[config.mk]
export PLATFORM = sky130hd
export DESIGN_NAME = sine_cos
export DESIGN_NICKNAME = d
export VERILOG_FILES = /design/src/rtl/sine_cos_pkg.sv /design/src/rtl/sine_cos_quarter_lut.sv /design/src/rtl/sine_cos.sv
export SDC_FILE = /design/constraint.sdc
export NUM_CORES = 1
export LEC_CHECK = 0
export ABC_CLOCK_PERIOD_IN_PS = 10610
export CAP_MARGIN = 20
export CORE_MARGIN = 2
export CORE_UTILIZATION = 45
export CTS_CLUSTER_DIAMETER = 150
export DETAILED_ROUTE_END_ITERATION = 10
export GPL_TIMING_DRIVEN = 0
export PLACE_DENSITY = 0.75
export SYNTH_ARGS = -nofsm -noshare
export SYNTH_HDL_FRONTEND = slang
export SYNTH_SLANG_ARGS = --single-unit
[constraint.sdc]
create_clock -name clk -period 10.61 [get_ports clk]
set_clock_uncertainty 0.2 [all_clocks]
set_input_delay 3.183 -clock clk [delete_from_list [all_inputs] [get_ports clk]]
set_output_delay 3.183 -clock clk [all_outputs]
set_load 0.005 [all_outputs]
[src/rtl/sine_cos_pkg.sv]
// Shared constants, types and the quarter-wave sine table for the sine_cos generator.
package sine_cos_pkg;

  localparam int PHASE_W = 8;
  localparam int DATA_W  = 8;
  localparam int AMP     = 127;
  localparam int QUARTER = 64;

  typedef logic        [PHASE_W-1:0] phase_t;
  typedef logic signed [DATA_W-1:0]  sample_t;

  typedef enum logic [1:0] {
    Q_RISE     = 2'd0,
    Q_FALL     = 2'd1,
    Q_NEG_RISE = 2'd2,
    Q_NEG_FALL = 2'd3
  } quadrant_t;

  // round(127 * sin(2*pi*i/256)), half away from zero, i = 0..64
  localparam sample_t QTABLE [0:QUARTER] = '{
    8'sd0,   8'sd3,   8'sd6,   8'sd9,   8'sd12,  8'sd16,  8'sd19,  8'sd22,
    8'sd25,  8'sd28,  8'sd31,  8'sd34,  8'sd37,  8'sd40,  8'sd43,  8'sd46,
    8'sd49,  8'sd51,  8'sd54,  8'sd57,  8'sd60,  8'sd63,  8'sd65,  8'sd68,
    8'sd71,  8'sd73,  8'sd76,  8'sd78,  8'sd81,  8'sd83,  8'sd85,  8'sd88,
    8'sd90,  8'sd92,  8'sd94,  8'sd96,  8'sd98,  8'sd100, 8'sd102, 8'sd104,
    8'sd106, 8'sd107, 8'sd109, 8'sd111, 8'sd112, 8'sd113, 8'sd115, 8'sd116,
    8'sd117, 8'sd118, 8'sd120, 8'sd121, 8'sd122, 8'sd122, 8'sd123, 8'sd124,
    8'sd125, 8'sd125, 8'sd126, 8'sd126, 8'sd126, 8'sd127, 8'sd127, 8'sd127,
    8'sd127
  };

  localparam sample_t RST_SINE = sample_t'(0);
  localparam sample_t RST_COS  = sample_t'(AMP);

  // Offset-binary form: flipping the sign bit adds 128.
  function automatic logic [DATA_W-1:0] to_offset(input sample_t s);
    return {~s[DATA_W-1], s[DATA_W-2:0]};
  endfunction

endpackage

[src/rtl/sine_cos_quarter_lut.sv]
// Combinational full-wave sine lookup built from the 65-entry quarter-wave table.
module sine_cos_quarter_lut
  import sine_cos_pkg::*;
(
  input  logic [PHASE_W-1:0] phase,
  output logic [DATA_W-1:0]  sample
);

  quadrant_t quad;
  logic [5:0] i;
  logic [6:0] idx;
  sample_t    mag;

  always_comb begin
    quad = quadrant_t'(phase[7:6]);
    i    = phase[5:0];
    idx  = {1'b0, i};
    unique case (quad)
      Q_FALL, Q_NEG_FALL: idx = 7'(QUARTER) - {1'b0, i};
      default:            idx = {1'b0, i};
    endcase
    mag = QTABLE[idx];
    unique case (quad)
      Q_NEG_RISE, Q_NEG_FALL: sample = -mag;
      default:                sample = mag;
    endcase
  end

endmodule

[src/rtl/sine_cos.sv]
// Phase-accumulator sine/cosine generator with registered signed and offset-binary outputs.
// Define SINE_COS_OUTREG_EN to add a second output register stage (latency 2).
module sine_cos
  import sine_cos_pkg::*;
#(
  parameter int unsigned STEP = 1
) (
  input  logic              clk,
  input  logic              reset,
  input  logic              en,
  output logic [DATA_W-1:0] sine,
  output logic [DATA_W-1:0] cos,
  output logic [DATA_W-1:0] sine_u,
  output logic [DATA_W-1:0] cos_u
);

  phase_t  p;
  phase_t  p_cos;
  sample_t lut_sine;
  sample_t lut_cos;
  sample_t fin_sine;
  sample_t fin_cos;

  assign p_cos = p + phase_t'(QUARTER);

  sine_cos_quarter_lut u_lut_sine (.phase(p),     .sample(lut_sine));
  sine_cos_quarter_lut u_lut_cos  (.phase(p_cos), .sample(lut_cos));

  always_ff @(posedge clk) begin
    if (reset)   p <= '0;
    else if (en) p <= p + phase_t'(STEP);
  end

`ifdef SINE_COS_OUTREG_EN
  sample_t s1_sine;
  sample_t s1_cos;

  always_ff @(posedge clk) begin
    if (reset) begin
      s1_sine <= RST_SINE;
      s1_cos  <= RST_COS;
    end else if (en) begin
      s1_sine <= lut_sine;
      s1_cos  <= lut_cos;
    end
  end

  assign fin_sine = s1_sine;
  assign fin_cos  = s1_cos;
`else
  assign fin_sine = lut_sine;
  assign fin_cos  = lut_cos;
`endif

  // Offset outputs are registered alongside the signed ones rather than decoded after them.
  always_ff @(posedge clk) begin
    if (reset) begin
      sine   <= RST_SINE;
      cos    <= RST_COS;
      sine_u <= to_offset(RST_SINE);
      cos_u  <= to_offset(RST_COS);
    end else if (en) begin
      sine   <= fin_sine;
      cos    <= fin_cos;
      sine_u <= to_offset(fin_sine);
      cos_u  <= to_offset(fin_cos);
    end
  end

endmodule

; ---- Yosys cells after proc, flatten, opt, wreduce, memory -nomap -nowiden
; Memory sizes are Yosys's and may differ from the RTL's.
; Cells that the tools add are included.
[totals]
regBits = 40
in_bits = 3
ramBits = 0
latchBits = 0
rom_bits = 2048
elab_cells = 37
mem_count = 2
[memory_table]
columns = name, depth, width, rd, rd_ports_with_merged_regs, wr, line_no
row1 = (name not given), 128, 8, 1, 0, 0, sine_cos_quarter_lut.sv:22  ; mag = QTABLE[idx];
row2 = (name not given), 128, 8, 1, 0, 0, sine_cos_quarter_lut.sv:22
[op_classes]
multipliers = 0
add_sub_neg = 6
n_bitwise = 4
shift = 0
n_lt_le_gt_ge = 2
n_mux = 8
reduce_logical = 4
eq_ne = 6
div = 0
[ops]
columns = operator, count
row1 = $mux W8, 6
row2 = $ge A8 B8 Y1 const B, 2
row3 = $neg A8 Y8, 2
row4 = $not A7 Y8, 2
row5 = $mux W7, 2
row6 = $sub A7 B6 Y7 const A, 2
row7 = $add A8 B1 Y8 const B, 1
row8 = $add A8 B7 Y8 const B, 1
row9 = $eq A2 B2 Y1 const B, 4
row10 = $reduce_or A2 Y1, 4
row11 = $eq A2 B1 Y1 const B, 2
row12 = $not A1 Y1, 2

; ---- Logic depth before layout (Yosys ltp)
; Gate-level depths: netlist (run 1).
[depth]
depth_word = 11
depth_mapped = 20
depth_no_buf = 18

; ---- Cells and area by module
; Synthesis (run 1) repeated with hierarchy kept, for this count alone.
[unflattened]
cells_unflattened = 471
area_unflattened_um2 = 3575.9
[modules_own_cells]
columns = mod, area_per_inst_um2, instances, cells_per_inst, seq_area_each_um2
row1 = sine_cos_quarter_lut at u_lut_sine, 1316.3, 1, 190, 0.0
row2 = sine_cos_quarter_lut at u_lut_cos, 1171.1, 1, 168, 0.0
row3 = sine_cos, 1088.5, 1, 113, 520.5

; ---- Least setup slack after synthesis (run 1)
; OpenSTA, ideal clock, no wires.
[synth_path]
path_type = in2reg
from = input port en
to = register cos[5]
path_slack_ns = 6.180
arrival_time_ns = 4.100
n_path_buf = 2
setup_ns = 0.130
path_stages = 5
path_cell_list = clkbuf_1 -> inv_1 -> clkbuf_1 -> a221oi_1 -> nand3_1
[synth_rtl]
columns = element, line_no
row1 = "start, declared", sine_cos.sv:10  ; input logic en,
row2 = "end signal, assigned", sine_cos.sv:64  ; cos <= fin_cos;
row3 = "end, declared", sine_cos.sv:12  ; output logic [DATA_W-1:0] cos,

; ---- Worst setup path in the final report (run 1)
[layout_path]
from = register p[0]
to = register sine[5]
[layout_via]
elab_chain_len = 8
[layout_rtl]
columns = element, line_no
row1 = "start, declared", sine_cos.sv:17  ; phase_t p;
row2 = "start signal, assigned", sine_cos.sv:31  ; else if (en) p <= p + phase_t'(STEP);
row3 = $sub A7 B6 Y7, sine_cos_quarter_lut.sv:19  ; Q_FALL, Q_NEG_FALL: idx = 7'(QUARTER) - {1'b0, i};
row4 = $mux W7 (*), sine_cos_quarter_lut.sv:18  ; unique case (quad)
row5 = $not A7 Y8 (not written as such) (*), sine_cos_quarter_lut.sv:22
row6 = $mem_v2 Z128 W8 (*), n/a
row7 = $mux W8 (not written as such) (*) (2 in series), sine_cos_quarter_lut.sv:22
row8 = $neg A8 Y8, sine_cos_quarter_lut.sv:24  ; Q_NEG_RISE, Q_NEG_FALL: sample = -mag;
row9 = $mux W8 (*), sine_cos_quarter_lut.sv:23  ; unique case (quad)
row10 = "end signal, assigned", sine_cos.sv:63  ; sine <= fin_sine;
row11 = "end, declared", sine_cos.sv:11  ; output logic [DATA_W-1:0] sine,
; Every way passes the cells marked *; elsewhere a longest branch is shown, timed or not. The select of a mux whose other input is x is not followed.
; A chain may end at the register's enable or synchronous reset.

==> results by group, run 1 <==
Hold path
  – Min-delay worst type: flip-flop to flip-flop

Timing
  – Final setup viols: 0
  – Endpoints failing hold: 0
  – Hold Slack: 0.2757 ns
  – Worst-margin pin slew: 0.6951 ns
  – Fin crit share: 0.4750
  – Worst setup margin: 5.571 ns
  – Slew Viols, Final: 0
  – Setup tns final: 0 ns
  – Final Critical Period: 5.039 ns
  – Max frequency: about 200 MHz
  – RSZ-0062 raised after global routing: no
  – Max-slew headroom: 0.5246

GRT
  – Total gr overflow: 0
  – Largest net degree at the start of global routing: 15
  – Initial antenna violation count: 0
  – First-pass GRT wire length: ~20000 µm
  – Total Routing Usage GR: 0.2736
  – Number of global-route vias before repair: about 3800

Route
  – Vias: between 4000 and 5000
  – Routed Antenna Nets: 0
  – DR pass1 iterations: 5
  – # DRC: 0
  – Avg Vias per Cell: between 6 and 7
  – Wirelength, routed: between 10000 and 15000 µm
  – Initial DRC Count: 415
  – WL/cell: around 19 µm

Placement
  – Dpl ws: 5.550 ns
  – Placed wire-length estimate: 8960 µm
  – GPL Wtd Cong: about 0.96
  – Port bufs: 33

Power and ir drop
  – Leak: 0.001523 µW
  – Power, Total: 368.3 µW
  – Pwr per Cell Area: just under 90 nW/µm²
  – Worst VDD drop: 0.00004555 V

Logic synthesis
  – Syn_area_per_cell: about 7.4 µm²
  – Netlist cell types: just over 90
  – Cells after Synth: 500
  – Post-synth ARST share: 0
  – Area leader, netlist: dfxtp_1
  – Synthesized flop and latch total: 26
  – Register area share after synthesis: 0.1409
  – Synth warn: 0
  – Largest cells by area after synthesis: dfxtp_1 (14%), ha_1 (6.4%), nor2_1 (5.1%)
  – Mapped cell area: 3695 µm²
  – Synth Flop Type: dfxtp_1
  – Syn_nets: 522
  – Synth top area share: 0.1409
  – EDFF count, synth: 0

Clock tree
  – Clock sink count: 26
  – CTS tree: yes
  – Post-cts repair resize count: 0
  – Max H-tree Level: 1
  – Longest Clk Path Bufs: 2
  – Clock buffers created by TritonCTS: 3
  – Clock Pin Slew Worst Setup and Hold Paths: around 0.090 ns
  – Clk root buf: clkbuf_8
  – Clk Latency, worst-skew pair: around 0.27 ns
  – Setup bufs post-CTS: 0
  – Hold-fix buffers, CTS: 0

Worst setup path
  – Worst Path Arrival: roughly 5 ns
  – Kind of critical path: flip-flop to flip-flop
  – Req. time, crit path: ~11 ns
  – Worst setup EP type: flip-flop
  – CP Max Fanout: 10
  – Worst setup SP type: flip-flop
  – Worst R2R Setup Slack: ~5.6 ns

Flow run
  – Max-cap violations: 0

Run status
  – Status: finished, final reports clean

Die
  – Die width: 94.61 µm
  – Die span in y: 94.61 µm
  – Die area: 8951 µm²
  – IO Pins: 35
  – Core region area: about 8000 µm²
  – Starting Density: 0.4566
  – Core Rows: 33

Layout
  – N_diodes: 0
  – Commonest non-fill, non-tap cells in the layout: nor2_1 (50), o21ai_0 (37), clkdlybuf4s50_1 (33)
  – NumNets Final: 560
  – Layout cells sized above 1: 0.1304
  – Most common cell after layout, fill and taps aside: nor2_1
  – Area Overhead vs Synth: 13.99%
## where the power goes
part / internal, µW / switching [µW] / total [µW]
clock: 33.2 / 31.9 / 65.1
combinational: 76.3 / 120 / 196
sequential: 102 / 5.33 / 107
## layout make-up
type | instances | area, µm²
Multi-Input combinational cell | 400 | 2798
Clock buffer | 4 | 55.05
Tap cell | 105 | 131.4
Fill cell | 811 | 3881
Timing Repair Buffer | 33 | 330.3
Inverter | 17 | 63.81
Buffer | 57 | 312.8
Sequential cell | 26 | 520.5
## cell usage after synthesis (9+ instances only)
cell type	count
a21oi_1	27
clkbuf_1	21
buf_2	13
xnor2_1	12
nor2_1	50
inv_1	17
nand3_1	17
mux2i_1	12
nor3_1	23
nand2_1	32
ha_1	19
o21ai_0	37
dfxtp_1	26
a211oi_1	11
o211ai_1	9
buf_4	17
## worst max-delay path: stages, from the launching register on
cell	delay (ns)
dfxtp_1	0.74
buf_2	0.36
inv_1	0.16
ha_1	0.41
o21ai_0	0.11
o21ai_1	0.33
ha_1	0.29
clkbuf_1	0.41
o21ai_0	0.17
a211oi_1	0.48
a2111oi_2	0.11
a211oi_2	0.40
nor2_1	0.17
and4b_1	0.23
o41a_1	0.36
## kinds of logic (layout without fill, tap and decap cells)
family / count (synthesis) / after routing / synth area share
multiplexers: 13 / 13 / 0.03556
AND/OR/NAND/NOR: 178 / 178 / 0.2577
adder cells (fa/ha/maj): 19 / 19 / 0.06434
AO/OA/AOI/OAI: 171 / 171 / 0.3447
flip-flops: 26 / 26 / 0.1409
XOR/XNOR: 19 / 19 / 0.05486
buffers and inverters: 74 / 111 / 0.1019
## path summary, 6_finish.rpt
kind,cells past startpoint,endpoint,from
max,14,sine[5],p[0]
min,2,sine[7],sine[7]
max reg2reg,14,sine[5],p[0]
min reg2reg,2,sine[7],sine[7]
## flip-flops by register name, indices dropped and copies added (netlist names)
signal / cells
cos: 8
cos_u: 1
p: 8
sine: 8
sine_u: 1
## routing by layer
metal	up-vias	track usage	wire, µm
met1	2004	0.3773	5342
met4	0	0.08333	280
met2	206	0.4415	5666
met5	-	0	0
met3	30	0.03751	785
li1	1951	-	-
## stage by stage
| stage | instances | instance area (µm²) | utilization |
|---|---|---|---|
| floorplan | 500 | 3695 | - |
| CTS | 642 | 4212 | 0.5204 |
| global route | 642 | 4212 | 0.5204 |
| detailed placement | 638 | 4156 | 0.5136 |
| finish | 642 | 4212 | 0.5204 |
| global placement | 638 | 4156 | 0.5136 |
(Power assumes the default switching activity.)
==> run 2: changes to the inputs <==
Settings changed: ABC_CLOCK_PERIOD_IN_PS 10610 to 4900.
Clock period 10.61 ns to 4.9 ns, I/O delays scaled along.
==> results by group, run 2 (same netlist as run 1, synthesis figures left out) <==
Hold path
  – Min-delay worst type: flip-flop to flip-flop
  – Hold Startpoint: sine[7]

Clock tree
  – Clock sink count: 26 (unchanged)
  – Longest Clk Path Bufs: 2 (unchanged)
  – Clock buffers created by TritonCTS: 3 (unchanged)
  – Clk root buf: clkbuf_8
  – Clk Latency, worst-skew pair: 0.27 ns (about the same)
  – CTS tree: yes
  – Hold-fix buffers, CTS: 0 (unchanged)
  – Clock Pin Slew Worst Setup and Hold Paths: 0.09 ns (about the same)
  – Max H-tree Level: 1 (unchanged)

Route
  – # DRC: 0 (unchanged)
  – Wirelength, routed: 12050 µm (-0.21%)
  – Avg Vias per Cell: 6.466 (-0.95%)
  – DR pass1 iterations: 5 (unchanged)
  – Routed Antenna Nets: 0 (unchanged)
  – WL/cell: 18.77 µm (-0.21%)
  – Initial DRC Count: 394 (-5.1%)
  – Vias: 4151 (-0.95%)

GRT
  – Initial antenna violation count: 0 (unchanged)
  – Total gr overflow: 0 (unchanged)
  – Total Routing Usage GR: 0.2736 (unchanged)
  – Number of global-route vias before repair: 3838 (unchanged)
  – Largest net degree at the start of global routing: 15 (unchanged)
  – First-pass GRT wire length: 19680 µm (unchanged)

Timing
  – Worst-margin pin slew: 0.7145 ns (+0.01942 ns)
  – Final Critical Period: 4.493 ns (-0.5461 ns)
  – Slew Viols, Final: 0 (unchanged)
  – RSZ-0062 raised after global routing: no
  – Max-slew headroom: 0.5113 (-0.01328)
  – Setup tns final: 0 ns (unchanged)
  – Max frequency: 222.6 MHz (+12%)
  – Final setup viols: 0 (unchanged)
  – Fin crit share: 0.9170 (+0.4420)
  – Endpoints failing hold: 0 (unchanged)

Die
  – Die width: 94.61 µm (unchanged)
  – Core region area: 8093 µm² (unchanged)
  – Core Rows: 33 (unchanged)
  – IO Pins: 35 (unchanged)
  – Die span in y: 94.61 µm (unchanged)
  – Die area: 8951 µm² (unchanged)
  – Starting Density: 0.4566 (unchanged)

Placement
  – Placed wire-length estimate: 8960 µm (unchanged)
  – Port bufs: 33 (unchanged)
  – GPL Wtd Cong: 0.9581 (unchanged)

Power and ir drop
  – Sequential power share: 0.291 (about the same)
  – Switching power: 340.6 µW (+120%)
  – Worst VDD drop: 0.00009885 V (+120%)
  – Int Pwr: 458.4 µW (+120%)
  – Pwr per Cell Area: 189.2 nW/µm² (+120%)
  – Net switching fraction of the power: 0.4263 (+0.0006575)
  – Logic gate share of total power: 0.530 (-0.002)
  – Leak: 0.001529 µW (+0.41%)
  – Clock power frac: 0.179 (+0.002)

Worst setup path
  – Worst setup path start: p[1]
  – CP Max Fanout: 10 (unchanged)
  – Kind of critical path: flip-flop to flip-flop
  – CP peak stage delay: 0.45 ns (-0.29 ns)
  – Worst Path Arrival: 4.46 ns (-0.55 ns)
  – Worst setup SP type: flip-flop
  – Req. time, crit path: 4.87 ns (-5.71 ns)
  – RR Startpoint: p[1]
  – CP max stage cell: a211oi_1
  – Worst setup EP type: flip-flop
  – Crit-path cells: buf_2, inv_1, ha_1, o21ai_0, o21ai_1, ha_1, clkbuf_2, o21ai_0, a211oi_1, a2111oi_2, a211oi_2, nor2_1, and4b_1, o41a_1

Flow run
  – Max-cap violations: 0 (unchanged)

Layout
  – Fillers: 806 (-0.62%)
  – NumNets Final: 560 (unchanged)
  – Area Overhead vs Synth: 14.29%
  – Layout cells sized above 1: 0.1359 (+0.005587)
  – Commonest non-fill, non-tap cells in the layout: nor2_1 (50), o21ai_0 (37), clkdlybuf4s50_1 (33)
  – Fin util: 0.5218 (+0.001392)
  – N_diodes: 0 (unchanged)
  – Most common cell after layout, fill and taps aside: nor2_1
  – Biggest regs: cos (8), p (8), sine (8)

Run status
  – Status: finished, final reports clean
==> run 2: cell types whose count changed in the layout (fill, tap and decap cells not counted) <==
cell | before | now
dfxtp_1 | 26 | 25
clkbuf_1 | 21 | 20
nor4_1 | 7 | 6
nor4_2 | 1 | 2
dfxtp_4 | 0 | 1
clkbuf_2 | 0 | 1
==> run 2: area by class of cell <==
| class | instances | area [µm²] | area share |
|---|---|---|---|
| inverters | 17 | 63.81 | 0.01511 |
| clock buffers | 4 | 55.05 | 0.01304 |
| plain buffers | 57 | 314.1 | 0.07437 |
| well taps | 105 | 131.4 | 0.03111 |
| flip-flops and latches | 26 | 524.3 | 0.1241 |
| repair buffers | 33 | 330.3 | 0.07822 |
| multi-input cells | 400 | 2804 | 0.6640 |
==> run 2: final timing paths <==
path	endpoint	slack (ns)	cells past startpoint
max	sine[5]	0.41	14
min	sine[7]	0.28	2
max reg2reg	sine[5]	0.41	14
min reg2reg	sine[7]	0.28	2
==> run 2: power by group through the flow <==
stage / clock network, µW / registers [µW] / logic, µW
finish: 143 / 232 / 423
global route: 152 / 234 / 462
CTS: 143 / 232 / 412
detailed placement: 0 / 237 / 410
global placement: 0 / 236 / 403
floorplan: 0 / 234 / 296
==> run 2: routing by layer <==
layer | wire length [µm] | GRT usage
met4 | 214 | 0.08333
met5 | 0 | 0
met2 | 5653 | 0.4415
met1 | 5322 | 0.3773
met3 | 858 | 0.03751
==> run 2: timing repair <==
item	4_1_cts	5_1_grt
setup endpoints to repair	2	4
resized for setup	1	4
setup buffers	0	0
pin swaps	0	1
==> run 2: critical path: cells and delay by family, from the launching register on <==
kind / cells / cell delay [ns]
fa+ha+maj: 2 / 0.72
flops: 1 / 0.43
compound gates: 7 / 1.90
simple gates: 2 / 0.40
buf+inv: 3 / 0.73
==> run 2: through the flow <==
stage	hold slack [ns]	instance area (µm²)	cells	setup slack [ns]	power, µW
detailed placement	0.2653	4156	638	0.04301	646.8
floorplan	0.2618	3695	500	1.138	530.8
CTS	0.2793	4213	642	0.1715	787.6
global placement	0.2620	4156	638	0.09497	639.7
global route	0.2950	4223	642	0.1091	847.8
finish	0.2786	4223	642	0.4068	799.0
==> run 3: changes to the inputs <==
Settings changed: CORE_MARGIN 2 to unset, DONT_BUFFER_PORTS set to 1, PLACE_DENSITY 0.75 to 0.7.
==> results by group, run 3 (same netlist as run 1, synthesis figures left out) <==
Clock tree
  – Clk Latency, worst-skew pair: 0.27 ns (about the same)
  – Longest Clk Path Bufs: 2 (unchanged)
  – Clock sink count: 26 (unchanged)
  – Setup bufs post-CTS: 0 (unchanged)
  – Clock Pin Slew Worst Setup and Hold Paths: 0.09 ns (about the same)
  – Clock buffers created by TritonCTS: 3 (unchanged)
  – Clk root buf: clkbuf_8
  – CTS tree: yes
  – Max H-tree Level: 1 (unchanged)

Timing
  – Final setup viols: 0 (unchanged)
  – Worst-margin pin slew: 0.7747 ns (+0.06020 ns)
  – Setup tns final: 0 ns (unchanged)
  – Fin crit share: 0.9292 (+0.01223)
  – RSZ-0062 raised after global routing: no
  – Endpoints failing hold: 0 (unchanged)
  – Max frequency: 219.6 MHz (-1.3%)
  – Final Critical Period: 4.553 ns (+0.05991 ns)
  – Slew Viols, Final: 0 (unchanged)
  – Max-slew headroom: 0.4702 (-0.04117)

Run status
  – Status: finished, final reports clean

GRT
  – Number of global-route vias before repair: 3688 (-3.9%)
  – Total gr overflow: 0 (unchanged)
  – Total Routing Usage GR: 0.2701 (-0.003455)
  – Initial antenna violation count: 0 (unchanged)
  – First-pass GRT wire length: 18830 µm (-4.3%)
  – Largest net degree at the start of global routing: 16 (+1)

Power and ir drop
  – Clock power frac: 0.224 (+0.045)
  – Pwr per Cell Area: 205.8 nW/µm² (+8.8%)
  – Switching power: 332.8 µW (-2.3%)
  – Sequential power share: 0.291 (about the same)
  – Net switching fraction of the power: 0.4143 (-0.01198)
  – Logic gate share of total power: 0.485 (-0.045)
  – Int Pwr: 470.4 µW (+2.6%)
  – Worst VDD drop: 0.0001950 V (+97%)
  – Leak: 0.001405 µW (-8.1%)

Route
  – Initial DRC Count: 345 (-12%)
  – DR pass1 iterations: 8 (+3)
  – WL/cell: 19.07 µm (+1.6%)
  – Avg Vias per Cell: 6.591 (+1.9%)
  – Vias: 3994 (-3.8%)
  – Wirelength, routed: 11560 µm (-4.1%)
  – # DRC: 0 (unchanged)
  – Routed Antenna Nets: 0 (unchanged)

Worst setup path
  – Worst setup SP type: flip-flop
  – Kind of critical path: flip-flop to flip-flop
  – CP max stage cell: dfxtp_2
  – Worst setup EP type: flip-flop
  – CP Max Fanout: 10 (unchanged)
  – Req. time, crit path: 4.86 ns (about the same)
  – Worst Path Arrival: 4.51 ns (+0.05 ns)
  – CP peak stage delay: 0.52 ns (+0.07 ns)
  – Crit-path cells: buf_2, inv_1, ha_1, o21ai_0, o21ai_1, ha_1, clkbuf_2, o21ai_0, a211oi_1, a2111oi_2, a211oi_2, nor2_1, and4b_1, o41a_1

Hold path
  – Min-delay worst type: flip-flop to flip-flop

Die
  – IO Pins: 35 (unchanged)
  – Die span in y: 92.61 µm (-2.1%)
  – Starting Density: 0.4708 (+0.01427)
  – Die width: 92.61 µm (-2.1%)
  – Die area: 8577 µm² (-4.2%)
  – Core region area: 7848 µm² (-3.0%)
  – Core Rows: 32 (-3.0%)

Layout
  – Fillers: 791 (-1.9%)
  – N_diodes: 0 (unchanged)
  – Layout cells sized above 1: 0.1448 (+0.008901)
  – Biggest regs: cos (8), p (8), sine (8)
  – Register Area: 521.8 µm² (-0.48%)
  – Commonest non-fill, non-tap cells in the layout: nor2_1 (50), o21ai_0 (37), nand2_1 (32)
  – Fin util: 0.4973 (-0.02451)
  – NumNets Final: 527 (-5.9%)
  – Most common cell after layout, fill and taps aside: nor2_1
  – Area Overhead vs Synth: 5.621%
  – Area of the multi-input gates: 2804 µm² (unchanged)

Flow run
  – Max-cap violations: 0 (unchanged)

Placement
  – GPL Wtd Cong: 0.9482 (-1.0%)
  – Placed wire-length estimate: 8649 µm (-3.5%)
  – Port bufs: 0 (-100%)
run 3: cell count changes in the layout (fill, tap and decap cells not counted), sizes merged:
cell / previous run / this run
bufinv: 0 / 1
clkbuf: 26 / 25
clkdlybuf4s50: 33 / 0
run 3: final timing paths:
| path | cells after the start | end | slack [ns] | startpoint |
|---|---|---|---|---|
| max | 14 | sine[5] | 0.35 | p[0] |
| min | 2 | sine[7] | 0.31 | sine[7] |
| max reg2reg | 14 | sine[5] | 0.35 | p[0] |
| min reg2reg | 2 | sine[7] | 0.31 | sine[7] |
run 3: per-layer routing:
metal / track usage / part of all wire / vias to the layer above
met2: 0.4111 / 0.45 / 187
met4: 0.08718 / 0.028 / 0
li1: - / - / 1873
met5: 0 / 0 / -
met3: 0.02709 / 0.070 / 29
met1: 0.3959 / 0.46 / 1905
run 3: timing repair:
action                                  in CTS  in global routing
gates resized for setup                      0                  4
hold buffers                                 0                  0
endpoints found under the setup margin       0                  7
run 3: power groups by stage:
stage | Clock, µW | Combinational [µW] | Sequential, µW
3_5_place_dp | 0 | 376 | 239
3_3_place_gp | 0 | 375 | 239
5_1_grt | 194 | 423 | 236
6_report | 180 | 389 | 234
2_1_floorplan | 0 | 296 | 234
4_1_cts | 184 | 378 | 234
run 3: final cells by class:
class	count	share of cell area
multi-input cells	400	0.7185
flip-flops and latches	26	0.1337
clock buffers	3	0.01058
clock inverters	1	0.007695
well taps	102	0.03270
plain buffers	57	0.08047
inverters	17	0.01635
run 3: through the flow:
step	area (µm²)	power, µW	std cells	setup WS [ns]	hold WS [ns]
after global routing	3902	853.5	606	0.05915	0.3297
after global placement	3822	613.2	602	0.1195	0.2808
final	3902	803.2	606	0.3469	0.3064
after floorplan	3695	530.8	500	1.138	0.2618
after detailed placement	3822	614.8	602	0.1086	0.2952
after CTS	3894	795.8	606	0.06553	0.3084
run 3: critical path: cells and delay by family, from the launching register on:
kind / cells / cell delay (ns)
AO/OA/AOI/OAI: 7 / 1.88
buffers and inverters: 3 / 0.73
adder cells (fa/ha/maj): 2 / 0.70
flip-flops: 1 / 0.52
AND/OR/NAND/NOR: 2 / 0.40
